[config.mk]
export PLATFORM = sky130hd
export DESIGN_NAME = uart_axil_ctrl_flat
export DESIGN_NICKNAME = d
export VERILOG_FILES = /design/src/rtl/uart_axil_ctrl_pkg.sv /design/src/rtl/uart_axil_ctrl_if.sv /design/src/rtl/uart_axil_ctrl_sync_fifo.sv /design/src/rtl/uart_axil_ctrl.sv /design/src/flat_wrapper.sv
export SDC_FILE = /design/constraint.sdc
export NUM_CORES = 1
export LEC_CHECK = 0
export BUFFER_PORTS_ARGS = -buffer_cell sky130_fd_sc_hd__buf_2
export CAP_MARGIN = 25
export CORE_MARGIN = 10
export CORE_UTILIZATION = 30
export CTS_CLUSTER_DIAMETER = 100
export DETAILED_ROUTE_END_ITERATION = 8
export PLACE_DENSITY_LB_ADDON = 0.3
export SYNTH_ARGS = -nofsm -noshare
export SYNTH_HDL_FRONTEND = slang
export SYNTH_SLANG_ARGS = --single-unit
[constraint.sdc]
create_clock -name clk -period 2.2 [get_ports clk]
set_input_delay 0.22 -clock clk [delete_from_list [all_inputs] [get_ports clk]]
set_output_delay 0.22 -clock clk [all_outputs]
set_load 0.03 [all_outputs]
[src/rtl/uart_axil_ctrl_pkg.sv]
// Shared definitions for the UART Lite AXI4-Lite controller:
// register map, status bits, response codes and the controller state type.
package uart_axil_pkg;

    localparam logic [7:0] REG_RX_FIFO = 8'h0;
    localparam logic [7:0] REG_TX_FIFO = 8'h4;
    localparam logic [7:0] REG_STAT    = 8'h8;
    localparam logic [7:0] REG_CTRL    = 8'hC;

    localparam int unsigned STAT_RX_VALID = 0;
    localparam int unsigned STAT_TX_FULL  = 3;

    localparam logic [1:0] OKAY = 2'b00;

    typedef enum logic [3:0] {
        INIT_AW,
        INIT_B,
        IDLE,
        STAT_AR,
        STAT_R,
        TX_AW,
        TX_B,
        RX_AR,
        RX_R
    } state_e;

endpackage

[src/rtl/uart_axil_ctrl_if.sv]
// AXI4-Lite bus bundle (no wstrb/prot) between the controller and the UART Lite IP.
interface uart_axil_ctrl_if #(
    parameter int unsigned ADDR_W = 4,
    parameter int unsigned DATA_W = 8
);
    logic [ADDR_W-1:0] awaddr;
    logic              awvalid;
    logic              awready;
    logic [DATA_W-1:0] wdata;
    logic              wvalid;
    logic              wready;
    logic [1:0]        bresp;
    logic              bvalid;
    logic              bready;
    logic [ADDR_W-1:0] araddr;
    logic              arvalid;
    logic              arready;
    logic [DATA_W-1:0] rdata;
    logic [1:0]        rresp;
    logic              rvalid;
    logic              rready;

    modport master (
        output awaddr, awvalid, input awready,
        output wdata, wvalid, input wready,
        input bresp, bvalid, output bready,
        output araddr, arvalid, input arready,
        input rdata, rresp, rvalid, output rready
    );

    modport slave (
        input awaddr, awvalid, output awready,
        input wdata, wvalid, output wready,
        output bresp, bvalid, input bready,
        input araddr, arvalid, output arready,
        output rdata, rresp, rvalid, input rready
    );
endinterface

[src/rtl/uart_axil_ctrl_sync_fifo.sv]
// Single-clock FIFO with extra-MSB pointers; head is the oldest entry.
module sync_fifo #(
    parameter int unsigned WIDTH = 8,
    parameter int unsigned DEPTH = 16
) (
    input  logic             clk,
    input  logic             rst,
    input  logic             push,
    input  logic             pop,
    input  logic [WIDTH-1:0] din,
    output logic             full,
    output logic             empty,
    output logic [WIDTH-1:0] head
);
    localparam int unsigned PTR_W = $clog2(DEPTH);

    logic [WIDTH-1:0] mem_q [DEPTH];
    logic [PTR_W:0]   wr_ptr_q, wr_ptr_d;
    logic [PTR_W:0]   rd_ptr_q, rd_ptr_d;
    logic             do_push, do_pop;

    always_comb begin
        empty    = (wr_ptr_q == rd_ptr_q);
        full     = (wr_ptr_q[PTR_W] != rd_ptr_q[PTR_W]) &&
                   (wr_ptr_q[PTR_W-1:0] == rd_ptr_q[PTR_W-1:0]);
        do_pop   = pop && !empty;
        // A pop in the same cycle frees the slot, so a full FIFO may still take a push.
        do_push  = push && (!full || do_pop);
        wr_ptr_d = do_push ? wr_ptr_q + (PTR_W+1)'(1) : wr_ptr_q;
        rd_ptr_d = do_pop  ? rd_ptr_q + (PTR_W+1)'(1) : rd_ptr_q;
        head     = mem_q[rd_ptr_q[PTR_W-1:0]];
    end

    always_ff @(posedge clk) begin
        if (rst) begin
            wr_ptr_q <= '0;
            rd_ptr_q <= '0;
        end else begin
            wr_ptr_q <= wr_ptr_d;
            rd_ptr_q <= rd_ptr_d;
        end
    end

    always_ff @(posedge clk) begin
        if (do_push) mem_q[wr_ptr_q[PTR_W-1:0]] <= din;
    end
endmodule

[src/rtl/uart_axil_ctrl.sv]
// AXI4-Lite master for the UART Lite IP: buffers TX bytes, polls STAT,
// writes TX_FIFO when space exists, and drains RX into a one-entry holding register.
module uart_axil_ctrl
    import uart_axil_pkg::*;
#(
    parameter int unsigned ADDR_W    = 4,
    parameter int unsigned DATA_W    = 8,
    parameter int unsigned TX_DEPTH  = 16,
    parameter logic [7:0]  CTRL_INIT = 8'h03,
    parameter int unsigned MAX_RETRY = 3,
    parameter int unsigned POLL_DIV  = 64
) (
    input  logic             clk,
    input  logic             rst,
    input  logic [7:0]       data,
    input  logic             valid,
    output logic             ready,
    output logic [7:0]       rx_data,
    output logic             rx_valid,
    input  logic             rx_ready,
    output logic             err,
    output logic [7:0]       err_cnt,
    uart_axil_ctrl_if.master axi
);
    localparam int unsigned RETRY_W = $clog2(MAX_RETRY + 2);
    localparam int unsigned POLL_W  = $clog2(POLL_DIV + 2);

    state_e             state_q, state_d;
    logic               aw_done_q, aw_done_d, w_done_q, w_done_d;
    logic               awvalid_q, awvalid_d, wvalid_q, wvalid_d, arvalid_q, arvalid_d;
    logic [RETRY_W-1:0] retry_q, retry_d;
    logic [POLL_W-1:0]  poll_q, poll_d;
    logic [7:0]         rx_data_q, rx_data_d;
    logic               rx_valid_q, rx_valid_d;
    logic               err_q, err_d;
    logic [7:0]         err_cnt_q, err_cnt_d;

    logic       fifo_push, fifo_pop, fifo_full, fifo_empty;
    logic [7:0] fifo_head;
    logic       resp_err, in_init;

    sync_fifo #(.WIDTH(8), .DEPTH(TX_DEPTH)) u_tx_fifo (
        .clk   (clk),
        .rst   (rst),
        .push  (fifo_push),
        .pop   (fifo_pop),
        .din   (data),
        .full  (fifo_full),
        .empty (fifo_empty),
        .head  (fifo_head)
    );

    assign in_init   = (state_q == INIT_AW) || (state_q == INIT_B);
    assign ready     = !in_init && !fifo_full;
    assign fifo_push = valid && ready;

    assign axi.awvalid = awvalid_q;
    assign axi.wvalid  = wvalid_q;
    assign axi.arvalid = arvalid_q;
    assign axi.bready  = (state_q == INIT_B) || (state_q == TX_B);
    assign axi.rready  = (state_q == STAT_R) || (state_q == RX_R);
    assign axi.awaddr  = (state_q == TX_AW) ? ADDR_W'(REG_TX_FIFO) : ADDR_W'(REG_CTRL);
    assign axi.wdata   = (state_q == TX_AW) ? DATA_W'(fifo_head) : DATA_W'(CTRL_INIT);
    assign axi.araddr  = (state_q == RX_AR) ? ADDR_W'(REG_RX_FIFO) : ADDR_W'(REG_STAT);

    assign rx_data  = rx_data_q;
    assign rx_valid = rx_valid_q;
    assign err      = err_q;
    assign err_cnt  = err_cnt_q;

    always_comb begin
        state_d    = state_q;
        aw_done_d  = aw_done_q;
        w_done_d   = w_done_q;
        awvalid_d  = awvalid_q;
        wvalid_d   = wvalid_q;
        arvalid_d  = arvalid_q;
        retry_d    = retry_q;
        poll_d     = poll_q;
        rx_data_d  = rx_data_q;
        rx_valid_d = rx_valid_q && !rx_ready;
        err_d      = 1'b0;
        err_cnt_d  = err_cnt_q;
        fifo_pop   = 1'b0;
        resp_err   = 1'b0;

        unique case (state_q)
            INIT_AW, TX_AW: begin
                // AW and W complete independently; each valid stays up until its own handshake.
                aw_done_d = aw_done_q || (awvalid_q && axi.awready);
                w_done_d  = w_done_q  || (wvalid_q && axi.wready);
                awvalid_d = !aw_done_d;
                wvalid_d  = !w_done_d;
                if (aw_done_d && w_done_d) begin
                    aw_done_d = 1'b0;
                    w_done_d  = 1'b0;
                    state_d   = (state_q == INIT_AW) ? INIT_B : TX_B;
                end
            end
            INIT_B, TX_B: begin
                if (axi.bvalid) begin
                    if (axi.bresp == OKAY) begin
                        retry_d  = '0;
                        fifo_pop = (state_q == TX_B);
                        state_d  = IDLE;
                    end else begin
                        resp_err = 1'b1;
                        state_d  = (state_q == INIT_B) ? INIT_AW : TX_AW;
                    end
                end
            end
            IDLE: begin
                if (poll_q != '0) poll_d = poll_q - POLL_W'(1);
                if (!fifo_empty || (POLL_DIV != 0 && poll_q == '0 && !rx_valid_q)) begin
                    poll_d  = POLL_W'(POLL_DIV);
                    state_d = STAT_AR;
                end
            end
            STAT_AR, RX_AR: begin
                arvalid_d = 1'b1;
                if (arvalid_q && axi.arready) begin
                    arvalid_d = 1'b0;
                    state_d   = (state_q == STAT_AR) ? STAT_R : RX_R;
                end
            end
            STAT_R: begin
                if (axi.rvalid) begin
                    if (axi.rresp == OKAY) begin
                        retry_d = '0;
                        if (axi.rdata[STAT_RX_VALID] && !rx_valid_q)
                            state_d = RX_AR;
                        else if (!fifo_empty && !axi.rdata[STAT_TX_FULL])
                            state_d = TX_AW;
                        else
                            state_d = IDLE;
                    end else begin
                        resp_err = 1'b1;
                        state_d  = STAT_AR;
                    end
                end
            end
            RX_R: begin
                if (axi.rvalid) begin
                    if (axi.rresp == OKAY) begin
                        retry_d    = '0;
                        rx_data_d  = axi.rdata[7:0];
                        rx_valid_d = 1'b1;
                        state_d    = IDLE;
                    end else begin
                        resp_err = 1'b1;
                        state_d  = RX_AR;
                    end
                end
            end
            default: state_d = INIT_AW;
        endcase

        // All response states share one retry budget; exhausting it drops the transaction.
        if (resp_err) begin
            if (retry_q == RETRY_W'(MAX_RETRY)) begin
                retry_d   = '0;
                err_d     = 1'b1;
                err_cnt_d = (err_cnt_q == 8'hFF) ? err_cnt_q : err_cnt_q + 8'd1;
                fifo_pop  = (state_q == TX_B);
                state_d   = IDLE;
            end else begin
                retry_d = retry_q + RETRY_W'(1);
            end
        end
    end

    always_ff @(posedge clk) begin
        if (rst) begin
            state_q    <= INIT_AW;
            aw_done_q  <= 1'b0;
            w_done_q   <= 1'b0;
            awvalid_q  <= 1'b0;
            wvalid_q   <= 1'b0;
            arvalid_q  <= 1'b0;
            retry_q    <= '0;
            poll_q     <= POLL_W'(POLL_DIV);
            rx_data_q  <= '0;
            rx_valid_q <= 1'b0;
            err_q      <= 1'b0;
            err_cnt_q  <= '0;
        end else begin
            state_q    <= state_d;
            aw_done_q  <= aw_done_d;
            w_done_q   <= w_done_d;
            awvalid_q  <= awvalid_d;
            wvalid_q   <= wvalid_d;
            arvalid_q  <= arvalid_d;
            retry_q    <= retry_d;
            poll_q     <= poll_d;
            rx_data_q  <= rx_data_d;
            rx_valid_q <= rx_valid_d;
            err_q      <= err_d;
            err_cnt_q  <= err_cnt_d;
        end
    end
endmodule
[src/flat_wrapper.sv]
// flat-port wrapper written by rule: the top's interface ports become plain ports
module uart_axil_ctrl_flat import uart_axil_pkg::*;
#(
    parameter int unsigned ADDR_W    = 4,
    parameter int unsigned DATA_W    = 8,
    parameter int unsigned TX_DEPTH  = 16,
    parameter logic [7:0]  CTRL_INIT = 8'h03,
    parameter int unsigned MAX_RETRY = 3,
    parameter int unsigned POLL_DIV  = 64
)
  (clk, rst, data, valid, ready, rx_data, rx_valid, rx_ready, err, err_cnt, axi_awaddr, axi_awvalid, axi_awready, axi_wdata, axi_wvalid, axi_wready, axi_bresp, axi_bvalid, axi_bready, axi_araddr, axi_arvalid, axi_arready, axi_rdata, axi_rresp, axi_rvalid, axi_rready);
  uart_axil_ctrl_if #(.ADDR_W(ADDR_W), .DATA_W(DATA_W)) axi_i ();
  input  logic clk;
  input  logic rst;
  input  logic [7:0] data;
  input  logic valid;
  output logic ready;
  output logic [7:0] rx_data;
  output logic rx_valid;
  input  logic rx_ready;
  output logic err;
  output logic [7:0] err_cnt;
  output wire logic [$bits(axi_i.awaddr)-1:0] axi_awaddr;
  output wire logic [$bits(axi_i.awvalid)-1:0] axi_awvalid;
  input wire logic [$bits(axi_i.awready)-1:0] axi_awready;
  output wire logic [$bits(axi_i.wdata)-1:0] axi_wdata;
  output wire logic [$bits(axi_i.wvalid)-1:0] axi_wvalid;
  input wire logic [$bits(axi_i.wready)-1:0] axi_wready;
  input wire logic [$bits(axi_i.bresp)-1:0] axi_bresp;
  input wire logic [$bits(axi_i.bvalid)-1:0] axi_bvalid;
  output wire logic [$bits(axi_i.bready)-1:0] axi_bready;
  output wire logic [$bits(axi_i.araddr)-1:0] axi_araddr;
  output wire logic [$bits(axi_i.arvalid)-1:0] axi_arvalid;
  input wire logic [$bits(axi_i.arready)-1:0] axi_arready;
  input wire logic [$bits(axi_i.rdata)-1:0] axi_rdata;
  input wire logic [$bits(axi_i.rresp)-1:0] axi_rresp;
  input wire logic [$bits(axi_i.rvalid)-1:0] axi_rvalid;
  output wire logic [$bits(axi_i.rready)-1:0] axi_rready;
  assign axi_awaddr = axi_i.awaddr;
  assign axi_awvalid = axi_i.awvalid;
  assign axi_i.awready = axi_awready;
  assign axi_wdata = axi_i.wdata;
  assign axi_wvalid = axi_i.wvalid;
  assign axi_i.wready = axi_wready;
  assign axi_i.bresp = axi_bresp;
  assign axi_i.bvalid = axi_bvalid;
  assign axi_bready = axi_i.bready;
  assign axi_araddr = axi_i.araddr;
  assign axi_arvalid = axi_i.arvalid;
  assign axi_i.arready = axi_arready;
  assign axi_i.rdata = axi_rdata;
  assign axi_i.rresp = axi_rresp;
  assign axi_i.rvalid = axi_rvalid;
  assign axi_rready = axi_i.rready;
  uart_axil_ctrl #(.ADDR_W(ADDR_W), .DATA_W(DATA_W), .TX_DEPTH(TX_DEPTH), .CTRL_INIT(CTRL_INIT), .MAX_RETRY(MAX_RETRY), .POLL_DIV(POLL_DIV)) u_core (.clk(clk), .rst(rst), .data(data), .valid(valid), .ready(ready), .rx_data(rx_data), .rx_valid(rx_valid), .rx_ready(rx_ready), .err(err), .err_cnt(err_cnt), .axi(axi_i));
endmodule
==> flow_summary.toml <==
[outcome]
outcome = "finished, violations left"
violations = "setup timing"

[clock_network]
cts_htree_levels = 4
cts_tree = "done"
clock_pin_slew_on_the_worst_setup_and_hold_paths_ns = 0.07
cts_made_buffers = 17
cts_hold_buffers = 0
worstSkewPairLatency_ns = 0.42
cts.path.max_buffers = 2
root_buffer = "sky130_fd_sc_hd__clkbuf_16"
clock_sinks = 179

[layout]
ant_diodes = 0
final_core_utilization_pct = 38.0
layout-drive-gt1-share_pct = 32.3
area_growth_syn_to_layout_pct = 24.0
num-nets-final = 676

[timing]
final_critical_path_setup_slack_ns = -0.372
achievable-frequency_ghz = 0.389
fin_crit_sh_pct = 117
max_slew.worst_pin.slew_ns = 0.717
slew-limit-headroom_pct = 52.2
worst_clock_skew_ns = 0.0114
min_period_ns = 2.57
grt_setup_unrepaired = "true"
report.final.slew_viol_count = 0
setup_viol = 8
timing.final.hold_violations = 0

[power]
powerDensity_mw_per_mm2 = 694
max_vdd_drop_v = 0.000420
internal_power_contribution_mw = 5.16
share_of_total_power_in_sequential_cells_pct = 54.5
power.static_leakage_nw = 3.36
p_sw_share_pct = 22.4
power.clock.fraction_pct = 42.0
combinational_group_share_of_total_power_pct = 3.5
total_switching_power_mw = 1.49

[place]
gp_congestion = 0.844
placement.io_buffers = 62
dp_worst_setup_slack_ns = 0.0423
hpwl_mm = 11.8

[setup_path]
worst_path_largest_cell_delay_ns = 0.49
timing_worst_setup_path_type = "reg2out"
worstSetupEndpointType = "output port"
worst_path_dominant_cell_family = "multiplexers"
worstPathCellList = "clkbuf_16 > mux4_2 > mux4_2 > or2_1 > buf_6"
r2r_startpoint = "u_core.state_q[1]"
timing.critical_path.arrival_ns = 2.35
cp_slowest_cell = "sky130_fd_sc_hd__mux4_2"
crit_path_most_repeated_cell = "sky130_fd_sc_hd__mux4_2"
critPathMaxFanout = 5
worst_ep_required_time_ns = 1.98
critPathBufInv = 2
critical_path.startpoint_type = "flip-flop"
reg2reg_slack_ns = 0.07

[yosys]
yosysSeqAreaShare_pct = 62.9
synth_warnings = 0
synth_top_area_share_pct = 49.7
syn_area_mm2 = 0.00774
synth_area_in_compound_gates_pct = 6.55
ys_types = 59
synth_enable_flop_cells = 128
postSynth.topFlopCell = "sky130_fd_sc_hd__edfxtp_1"
synth_top_family_by_area = "multiplexers"
async_flop_share_pct = 0
synthSimpleGateAreaFrac_pct = 11.1
synth.largest_area_cell = "sky130_fd_sc_hd__edfxtp_1"
synth_most_common_cell = "sky130_fd_sc_hd__edfxtp_1"
avgSynthCellArea_um2 = 14.5
synth.area.mux_share_pct = 13.9
ys_top_cells_by_count = "sky130_fd_sc_hd__edfxtp_1 (128), sky130_fd_sc_hd__dfxtp_1 (51), sky130_fd_sc_hd__mux4_2 (40)"
adder_cell_share_of_the_synthesized_area_pct = 1.46
synth_xor_xnor_area_share_pct = 1.25
syn_inst = 532
synthesis_stage_register_bit_count = 179
synth.top_cells.by_area = "sky130_fd_sc_hd__edfxtp_1 (50%), sky130_fd_sc_hd__dfxtp_1 (13%), sky130_fd_sc_hd__mux4_2 (12%)"

[grt]
number_of_global_route_vias_before_repair = 5033
grt_max_degree = 35
grt_antenna_before_repair = 0
final_global_route_overflow_total = 0
global_route.usage.total_pct = 11.0
grt_first_pass_wirelength_mm = 28.5

[die]
design.core.area_mm2 = 0.0253
effective_utilization_at_floorplan_pct = 30.6
floorplan.die.height_um = 181
io-pin-count = 69
die_area_mm2 = 0.0326
die_w_um = 181
num_rows = 58

[job]
maxCapViolations = 0

[detailed_routing]
route.detailed.wl_per_inst_um = 18.4
routed_wl_mm = 18.0
via_total_after_detailed_routing = 4819
detail_route.drc_violations = 0
drtAntennaViolNets = 0
detailedRoute.firstPassIterationCount = 4
drt-initial-drc-count = 313
avgViaCountPerCell = 4.92

[worst_hold_path]
hold_start = "axi_rdata[1]"
min-delay-path-class = "in2reg"
-- timing repair --
item                                    4_1_cts  5_1_grt
gates cloned                                  1        1
gates resized for setup                      12       18
hold endpoints to repair                      0        0
endpoints found under the setup margin        8       19
pin swaps                                     0        7
buffers inserted                              2        4
-- layout by cell type (no fill, tap or decap), types with 4 or more instances in the layout --
cell type                   Yosys  layout
sky130_fd_sc_hd__edfxtp_1     128     128
sky130_fd_sc_hd__buf_2          7      54
sky130_fd_sc_hd__dfxtp_1       51      49
sky130_fd_sc_hd__buf_4          7      41
sky130_fd_sc_hd__mux4_2        40      40
sky130_fd_sc_hd__nor2_1        33      32
sky130_fd_sc_hd__a21oi_1       27      20
sky130_fd_sc_hd__and3_1        18      18
sky130_fd_sc_hd__clkbuf_16      0      18
sky130_fd_sc_hd__buf_12         0      18
sky130_fd_sc_hd__nor2b_1       15      14
sky130_fd_sc_hd__mux2i_1       14      14
sky130_fd_sc_hd__nand3_1       12      12
sky130_fd_sc_hd__inv_1         11      11
sky130_fd_sc_hd__nand2_1       11      11
sky130_fd_sc_hd__o21ai_0       12      11
sky130_fd_sc_hd__o31ai_1       10      10
sky130_fd_sc_hd__nor3_1         9       9
sky130_fd_sc_hd__nand2b_1       9       9
sky130_fd_sc_hd__or3_1          9       9
sky130_fd_sc_hd__ha_1           9       9
sky130_fd_sc_hd__xnor2_1        8       8
sky130_fd_sc_hd__a21oi_2        0       6
sky130_fd_sc_hd__conb_1         2       6
sky130_fd_sc_hd__inv_6          0       6
sky130_fd_sc_hd__or4_1          7       5
sky130_fd_sc_hd__nand3b_1       4       4
sky130_fd_sc_hd__buf_6          1       4
-- flip-flops by register name, indices dropped and copies added (netlist names), 3 cells and up, named ones only --
| signal | count |
|---|---|
| u_core.u_tx_fifo.mem_q | 128 |
| u_core.rx_data | 8 |
| u_core.retry_q | 3 |
| u_core.u_tx_fifo.wr_ptr_q | 5 |
| u_core.u_tx_fifo.rd_ptr_q | 5 |
| u_core.state_q | 4 |
| u_core.err_cnt | 8 |
| u_core.poll_q | 7 |
-- power by group through the flow --
stage          Combinational, mW  Clock [mW]  Sequential, mW
6_report                   0.236        2.79            3.63
5_1_grt                    0.260        3.02            3.63
4_1_cts                    0.229        2.87            3.63
3_5_place_dp               0.228           0            3.70
3_3_place_gp               0.219           0            3.70
2_1_floorplan              0.131           0            3.71
-- area by class of cell --
class                      count  area (um^2)
timing repair buffer         118         1010
sequential                   179         4870
clock buffer                  19          433
clock inverter                12         96.3
multi-input combinational    311         2730
tap                          330          413
fill                        2405        15700
inverter                      11         41.3
-- stage by stage --
stage	hold slack [ns]	power, mW	TNS (ns)	cell area [um^2]	instances
after detailed placement	0.461	3.93	0	8870	942
after CTS	0.00656	6.72	-3.08	9500	976
after floorplan	0.319	3.84	0	7760	536
final	0.0268	6.66	-2.69	9590	980
after global placement	0.444	3.92	0	8870	942
after global routing	0.0134	6.90	-3.42	9590	980
-- layer usage --
metal	track usage (%)	up-vias	share of wire (%)
li1	-	2263	-
met1	14.0	2432	46
met2	18.0	117	48
met3	3.21	7	5.0
met4	2.79	0	0.38
met5	0	-	0
-- kinds of logic (layout without fill, tap and decap cells) --
logic type,Yosys count,after routing
AOI/OAI and AO/OA,77,77
xor gates and xnor gates,11,11
adders and majority gates,9,9
buffers and inverters,46,160
DFF,179,179
muxes,57,57
other,2,6
and+or+nand+nor,151,151
-- path summary, 6_finish.rpt --
kind	end	depth (start not counted)
hold / removal	u_core.rx_data[1]	3
setup / recovery	axi_wdata[1]	5
hold reg to reg	u_core.poll_q[1]	2
setup reg to reg	u_core.u_tx_fifo.rd_ptr_q[2]	5
-- worst register-to-register path, stage by stage, from the launching register on --
cell	delay, ns
sky130_fd_sc_hd__dfxtp_1	0.32
sky130_fd_sc_hd__or3b_4	0.41
sky130_fd_sc_hd__a2111oi_4	0.52
sky130_fd_sc_hd__a211oi_4	0.11
sky130_fd_sc_hd__or4_1	0.51
sky130_fd_sc_hd__a21oi_2	0.18
No activity file was read; power rests on OpenSTA's default activity.
